==> src/rtl/full_adder_if.sv <==
// Operand/result bundle for the registered full adder.
// The producer drives the operands and in_valid; the adder drives the result fields.
interface full_adder_if #(
    parameter int WIDTH = 1
);
    logic             in_valid;
    logic [WIDTH-1:0] a;
    logic [WIDTH-1:0] b;
    logic             cin;
    logic [WIDTH-1:0] sum;
    logic             carry;
    logic             out_valid;

    modport master (
        output in_valid, a, b, cin,
        input  sum, carry, out_valid
    );

    modport slave (
        input  in_valid, a, b, cin,
        output sum, carry, out_valid
    );
endinterface

==> src/rtl/full_adder.sv <==
// Registered ripple-carry full adder.
// {carry, sum} = a + b + cin, produced LATENCY clocks after the operands are
// sampled. The carry chain is cut into LATENCY slices; slice k handles bits
// [ceil(WIDTH*k/LATENCY), ceil(WIDTH*(k+1)/LATENCY)) and registers the partial
// sum, the carry out of the slice and the operands still to be processed.
// A new operation is accepted every cycle; data registers only load on valid
// beats, so results hold steady across bubbles.
module full_adder #(
    parameter int WIDTH   = 1,
    parameter int LATENCY = 1
) (
    input  logic         clk,
    input  logic         rst,
    full_adder_if.slave  bus
);

    // First bit index owned by slice k (k == LATENCY gives WIDTH).
    function automatic int stage_bound(input int k);
        return (WIDTH * k + LATENCY - 1) / LATENCY;
    endfunction

    // Classic 1-bit full-adder cell: returns {carry_out, sum}.
    function automatic logic [1:0] fa_cell(input logic ai, input logic bi, input logic ci);
        return {(ai & bi) | (ai & ci) | (bi & ci), ai ^ bi ^ ci};
    endfunction

    genvar gi;
    generate
        for (gi = 0; gi < LATENCY; gi++) begin : g_stage
            localparam int LO = stage_bound(gi);
            localparam int HI = stage_bound(gi + 1);

            // Inputs to this slice: either the port operands or the previous slice's registers.
            logic [WIDTH-1:0] a_in;
            logic [WIDTH-1:0] b_in;
            logic [WIDTH-1:0] s_in;
            logic             c_in;
            logic             v_in;

            logic [WIDTH-1:0] sum_next;
            logic             carry_next;

            logic [WIDTH-1:0] sum_reg;
            logic             carry_reg;
            logic             valid_reg;

            if (gi == 0) begin : g_head
                assign a_in = bus.a;
                assign b_in = bus.b;
                assign s_in = '0;
                assign c_in = bus.cin;
                assign v_in = bus.in_valid;
            end else begin : g_link
                assign a_in = g_stage[gi-1].g_fwd.a_reg;
                assign b_in = g_stage[gi-1].g_fwd.b_reg;
                assign s_in = g_stage[gi-1].sum_reg;
                assign c_in = g_stage[gi-1].carry_reg;
                assign v_in = g_stage[gi-1].valid_reg;
            end

            // Ripple the carry through the bits owned by this slice; other sum bits pass through.
            always_comb begin
                logic c;
                c        = c_in;
                sum_next = s_in;
                for (int i = LO; i < HI; i++) begin
                    {c, sum_next[i]} = fa_cell(a_in[i], b_in[i], c);
                end
                carry_next = c;
            end

            // Slice result registers: valid always shifts, data loads only on valid beats.
            always_ff @(posedge clk) begin
                if (rst) begin
                    sum_reg   <= '0;
                    carry_reg <= 1'b0;
                    valid_reg <= 1'b0;
                end else begin
                    valid_reg <= v_in;
                    if (v_in) begin
                        sum_reg   <= sum_next;
                        carry_reg <= carry_next;
                    end
                end
            end

            // Operand forwarding for the slices still to come (absent after the last slice).
            if (gi < LATENCY - 1) begin : g_fwd
                logic [WIDTH-1:0] a_reg;
                logic [WIDTH-1:0] b_reg;

                // Carry the operands along with their partial result.
                always_ff @(posedge clk) begin
                    if (rst) begin
                        a_reg <= '0;
                        b_reg <= '0;
                    end else if (v_in) begin
                        a_reg <= a_in;
                        b_reg <= b_in;
                    end
                end
            end
        end
    endgenerate

    assign bus.sum       = g_stage[LATENCY-1].sum_reg;
    assign bus.carry     = g_stage[LATENCY-1].carry_reg;
    assign bus.out_valid = g_stage[LATENCY-1].valid_reg;

endmodule

==> src/flat_wrapper.sv <==
// flat-port wrapper written by rule: the top's interface ports become plain ports
module full_adder_flat 
#(
    parameter int WIDTH   = 1,
    parameter int LATENCY = 1
)
  (clk, rst, bus_in_valid, bus_a, bus_b, bus_cin, bus_sum, bus_carry, bus_out_valid);
  full_adder_if #(.WIDTH(WIDTH)) bus_i ();
  input  logic clk;
  input  logic rst;
  input wire logic [$bits(bus_i.in_valid)-1:0] bus_in_valid;
  input wire logic [$bits(bus_i.a)-1:0] bus_a;
  input wire logic [$bits(bus_i.b)-1:0] bus_b;
  input wire logic [$bits(bus_i.cin)-1:0] bus_cin;
  output wire logic [$bits(bus_i.sum)-1:0] bus_sum;
  output wire logic [$bits(bus_i.carry)-1:0] bus_carry;
  output wire logic [$bits(bus_i.out_valid)-1:0] bus_out_valid;
  assign bus_i.in_valid = bus_in_valid;
  assign bus_i.a = bus_a;
  assign bus_i.b = bus_b;
  assign bus_i.cin = bus_cin;
  assign bus_sum = bus_i.sum;
  assign bus_carry = bus_i.carry;
  assign bus_out_valid = bus_i.out_valid;
  full_adder #(.WIDTH(WIDTH), .LATENCY(LATENCY)) u_core (.clk(clk), .rst(rst), .bus(bus_i));
endmodule
==> config.mk <==
export PLATFORM = sky130hd
export DESIGN_NAME = full_adder_flat
export DESIGN_NICKNAME = d
export VERILOG_FILES = /design/src/rtl/full_adder_if.sv /design/src/rtl/full_adder.sv /design/src/flat_wrapper.sv
export SDC_FILE = /design/constraint.sdc
export NUM_CORES = 1
export LEC_CHECK = 0
export ABC_AREA = 1
export BUFFER_PORTS_ARGS = -buffer_cell sky130_fd_sc_hd__buf_2
export CAP_MARGIN = 20
export CORE_AREA = 8 8 45 47
export DETAILED_ROUTE_END_ITERATION = 12
export DIE_AREA = 0 0 53 55
export SLEW_MARGIN = 20
export SYNTH_ARGS = -nofsm -noshare
export SYNTH_HDL_FRONTEND = slang
export SYNTH_SLANG_ARGS = --single-unit
==> constraint.sdc <==
create_clock -name clk -period 1.3 [get_ports clk]
set_input_delay 0.26 -clock clk [delete_from_list [all_inputs] [get_ports clk]]
set_output_delay 0.26 -clock clk [all_outputs]
set_load 0.005 [all_outputs]
# Word level (Yosys, flattened, before mapping)
# Index checks and enable logic that the tools add are counted.
dict set report word_totals {
  ff_bits 3
  input_bits 6
}
dict set report classes {
  bitwise 7
}
# cell n
set op_table {}
lappend op_table {{$and A1 B1 Y1} 3}
lappend op_table {{$or A1 B1 Y1} 2}
lappend op_table {{$xor A1 B1 Y1} 2}

# Depth between registers and ports, before layout
dict set report depth {
  depth_word 3
  ltp_mapped 5
}

# Worst setup path after synthesis
# OpenSTA, ideal clock, no wires.
dict set report synth_timing {
  path_type {input to register}
  startpoint {input bus_cin}
  endpoint {register u_core.g_stage[0].sum_reg, in the netlist u_core.bus.sum}
  path_slack_ps 287
  setup_ps 64
  required_ps 1236
  t_arrival_ps 949
  path_buffers 0
  path_stages 5
  path_cell_list {fa_1 > inv_1 > nand2_1 > nand2_1 > nor2_1}
}
dict set report synth_between {
  elab_chain_cells 1
}
# element line_no
set synth_lines {}
lappend synth_lines {{start, declared} flat_wrapper.sv:14} ;# input wire logic [$bits(bus_i.cin)-1:0] bus_cin;
lappend synth_lines {{$xor A1 B1 Y1} full_adder.sv:24} ;# return {(ai & bi) | (ai & ci) | (bi & ci), ai ^ bi ^ ci};
lappend synth_lines {{end signal, assigned} full_adder.sv:81} ;# sum_reg <= sum_next;
lappend synth_lines {{end, declared} full_adder.sv:43} ;# logic [WIDTH-1:0] sum_reg;
# Every way passes these cells.
# A chain may end at the register's enable or synchronous reset.

# Worst setup path after layout
dict set report layout_timing {
  startpoint {register u_core.g_stage[0].sum_reg, in the netlist u_core.bus.sum}
  endpoint {output bus_sum}
}
# element line_no
set layout_rtl {}
lappend layout_rtl {{end, declared} flat_wrapper.sv:15} ;# output wire logic [$bits(bus_i.sum)-1:0] bus_sum;
# No word-level cell between the ends.

==> impl_metrics.tcl <==
set metrics [dict create \
    status "finished clean" \
    drt_iter0_drc 0 \
    h-tree-depth 1 \
    vias 128 \
    diodes 0 \
    viasPerCell 2.84 \
    rows 14 \
    p_clk_share_pct 54.7 \
    syn_nets 24 \
    power.total_uw 303 \
    finalClockSkew_ns 0 \
    grt_pass1_wl_um 503 \
    io_pins 9 \
    p_comb_share_pct 11.6 \
    hold_viol 0 \
    drt-total-wl_um 323 \
    cts_setup_buffers 0 \
    clock.fmax_mhz 1080 \
    synth_cells 17 \
    whs_ns 0.203 \
    drtPass1Iterations 1 \
    ir_worst_vdd_mv 0.152 \
    io_buffers 8 \
    power_density_mw_per_mm2 1410 \
    tns_ns 0 \
    synth_area_leaders "dfxtp_1 47%, fa_1 16%, nor2_1 15%" \
    die_h_um 55 \
    cp_top_family "flip-flops" \
    die-area_mm2 0.00292 \
    die_w_um 53 \
    grt_pass1_vias 141 \
    reg2reg_to "u_core.bus.carry" \
    path_clk_slew_ns 0.04 \
    yosysUniqueCellTypes 5 \
    critPathRequiredTime_ns 1.04 \
    maxSlewHeadroom_pct 94.0 \
    p_leak_nw 0.124 \
    clockRootBuffer "clkbuf_4" \
    yosys_warnings 0 \
    cp-end-kind "output pin" \
    ys_seq_elements 3 \
    worst_slack_ns 0.374 \
    clock_path_buffers 2 \
    antenna_found_initial 0 \
    max-cap-violations 0 \
    switching_power_uw 70.8 \
    dpl-instance-area_um2 189 \
    netlist_area_um2 129 \
    insertion_delay_ns 0.23 \
    switching_share_pct 23.4 \
    mostFrequentLayoutCells "8 x buf_2, 5 x nor2_1, 4 x inv_1, 4 x nand2_1" \
    reg2reg_from "u_core.bus.carry" \
    period_minus_slack_ns 0.926 \
    worstPathCellList "buf_2" \
    syn_area_per_cell_um2 7.58 \
    hold_path.startpoint "rst" \
    period_share_pct 71.2 \
    worst-path-buf-inv 1 \
    antenna_left 0 \
    cts-hold-fix-buffers 0 \
    ys_seq_area_share_pct 46.6 \
    maxSlewViolCount 0 \
    post_cts_resized 0 \
    dp.cells 41 \
    fin_util_pct 15.6 \
    drc_errors 0 \
    synth_largest_area_cell "dfxtp_1" \
    cp-start-kind "register" \
    cts_tree "yes" \
    grt-ovfl-total 0 \
    final_area_um2 215 \
    final-setup-viol-count 0 \
    drive_gt1_share_pct 37.9 \
    place_hpwl_um 249 \
    grt_max_degree 6 \
    r2r_slack_ns 0.76 \
    post-place-ws_ns 0.132 \
    slowest_stage "dfxtp_1" \
    hold_depth 2 \
    cp_max_fo 2 \
    start_util_pct 9.31 \
    coreArea_mm2 0.00138 \
    gp_congestion 0.749 \
    cts_buffers 3 \
    fin_nets 37 \
    final_common_cell "buf_2" \
    worst_pin_slew_ns 0.0906 \
    cts_sinks 3 \
    layout-area-overhead-vs-synth_pct 67.0 \
    synth_top_area_share_pct 46.6 \
    critical_path_class "register to output pin" \
    critical_path_arrival_ns 0.67 \
    hp-class "primary input to register" \
    wl_per_cell_um 7.18 \
    cellInternalPower_uw 232 \
    reg2reg_depth 2 \
    grt.total_usage_pct 2.89 \
    slowest_delay_ns 0.32 \
    finalNonFillerCells 45 \
    rsz0062_at_grt "false" \
    min_delay_worst_endpoint "u_core.bus.out_valid" \
    pwr-share-seq_pct 33.6 \
]
-- kinds of logic (layout without fill, tap and decap cells) --
logic type | Yosys count | after routing | share of synthesized area [%]
fa+ha+maj | 1 | 1 | 15.5
buf+inv | 4 | 16 | 11.6
flops | 3 | 3 | 46.6
simple gates | 9 | 9 | 26.2
-- worst max-delay path by stage --
stage	start	slack, ns	to	depth (start not counted)
2_1_floorplan	bus_cin	0.29	u_core.bus.sum	5
3_3_place_gp	bus_cin	0.15	u_core.bus.sum	6
3_5_place_dp	bus_cin	0.13	u_core.bus.sum	6
4_1_cts	u_core.bus.sum	0.36	bus_sum	1
5_1_grt	bus_cin	0.31	u_core.bus.sum	6
6_report	u_core.bus.sum	0.37	bus_sum	1
-- cell type report --
type / instances / area (µm²)
repair buffers: 8 / 40.0
well taps: 16 / 20.0
clock buffers: 4 / 26.3
multi-input cells: 10 / 53.8
inverters: 4 / 15.0
fillers: 164 / 1170
flip-flops and latches: 3 / 60.1
-- cell usage after synthesis, drive strengths merged --
| cell | n |
|---|---|
| dfxtp | 3 |
| fa | 1 |
| inv | 4 |
| nand2 | 4 |
| nor2 | 5 |
-- power by group through the flow --
stage                     Clock, mW  Sequential [mW]  Combinational (mW)
after floorplan                   0            0.104              0.0151
after detailed placement          0            0.103              0.0355
after CTS                     0.176            0.102              0.0356
after global routing          0.183            0.103              0.0420
after global placement            0            0.103              0.0350
final                         0.166            0.102              0.0352
-- routing by layer --
| layer | vias to the layer above | global-route usage, % | routed length (µm) |
|---|---|---|---|
| li1 | 70 | - | - |
| met1 | 52 | 1.67 | 102 |
| met2 | 6 | 3.91 | 163 |
| met3 | 0 | 1.07 | 56 |
| met4 | 0 | 7.76 | 0 |
| met5 | - | 0 | 0 |
Note: power is estimated with default switching activity, not from simulation.
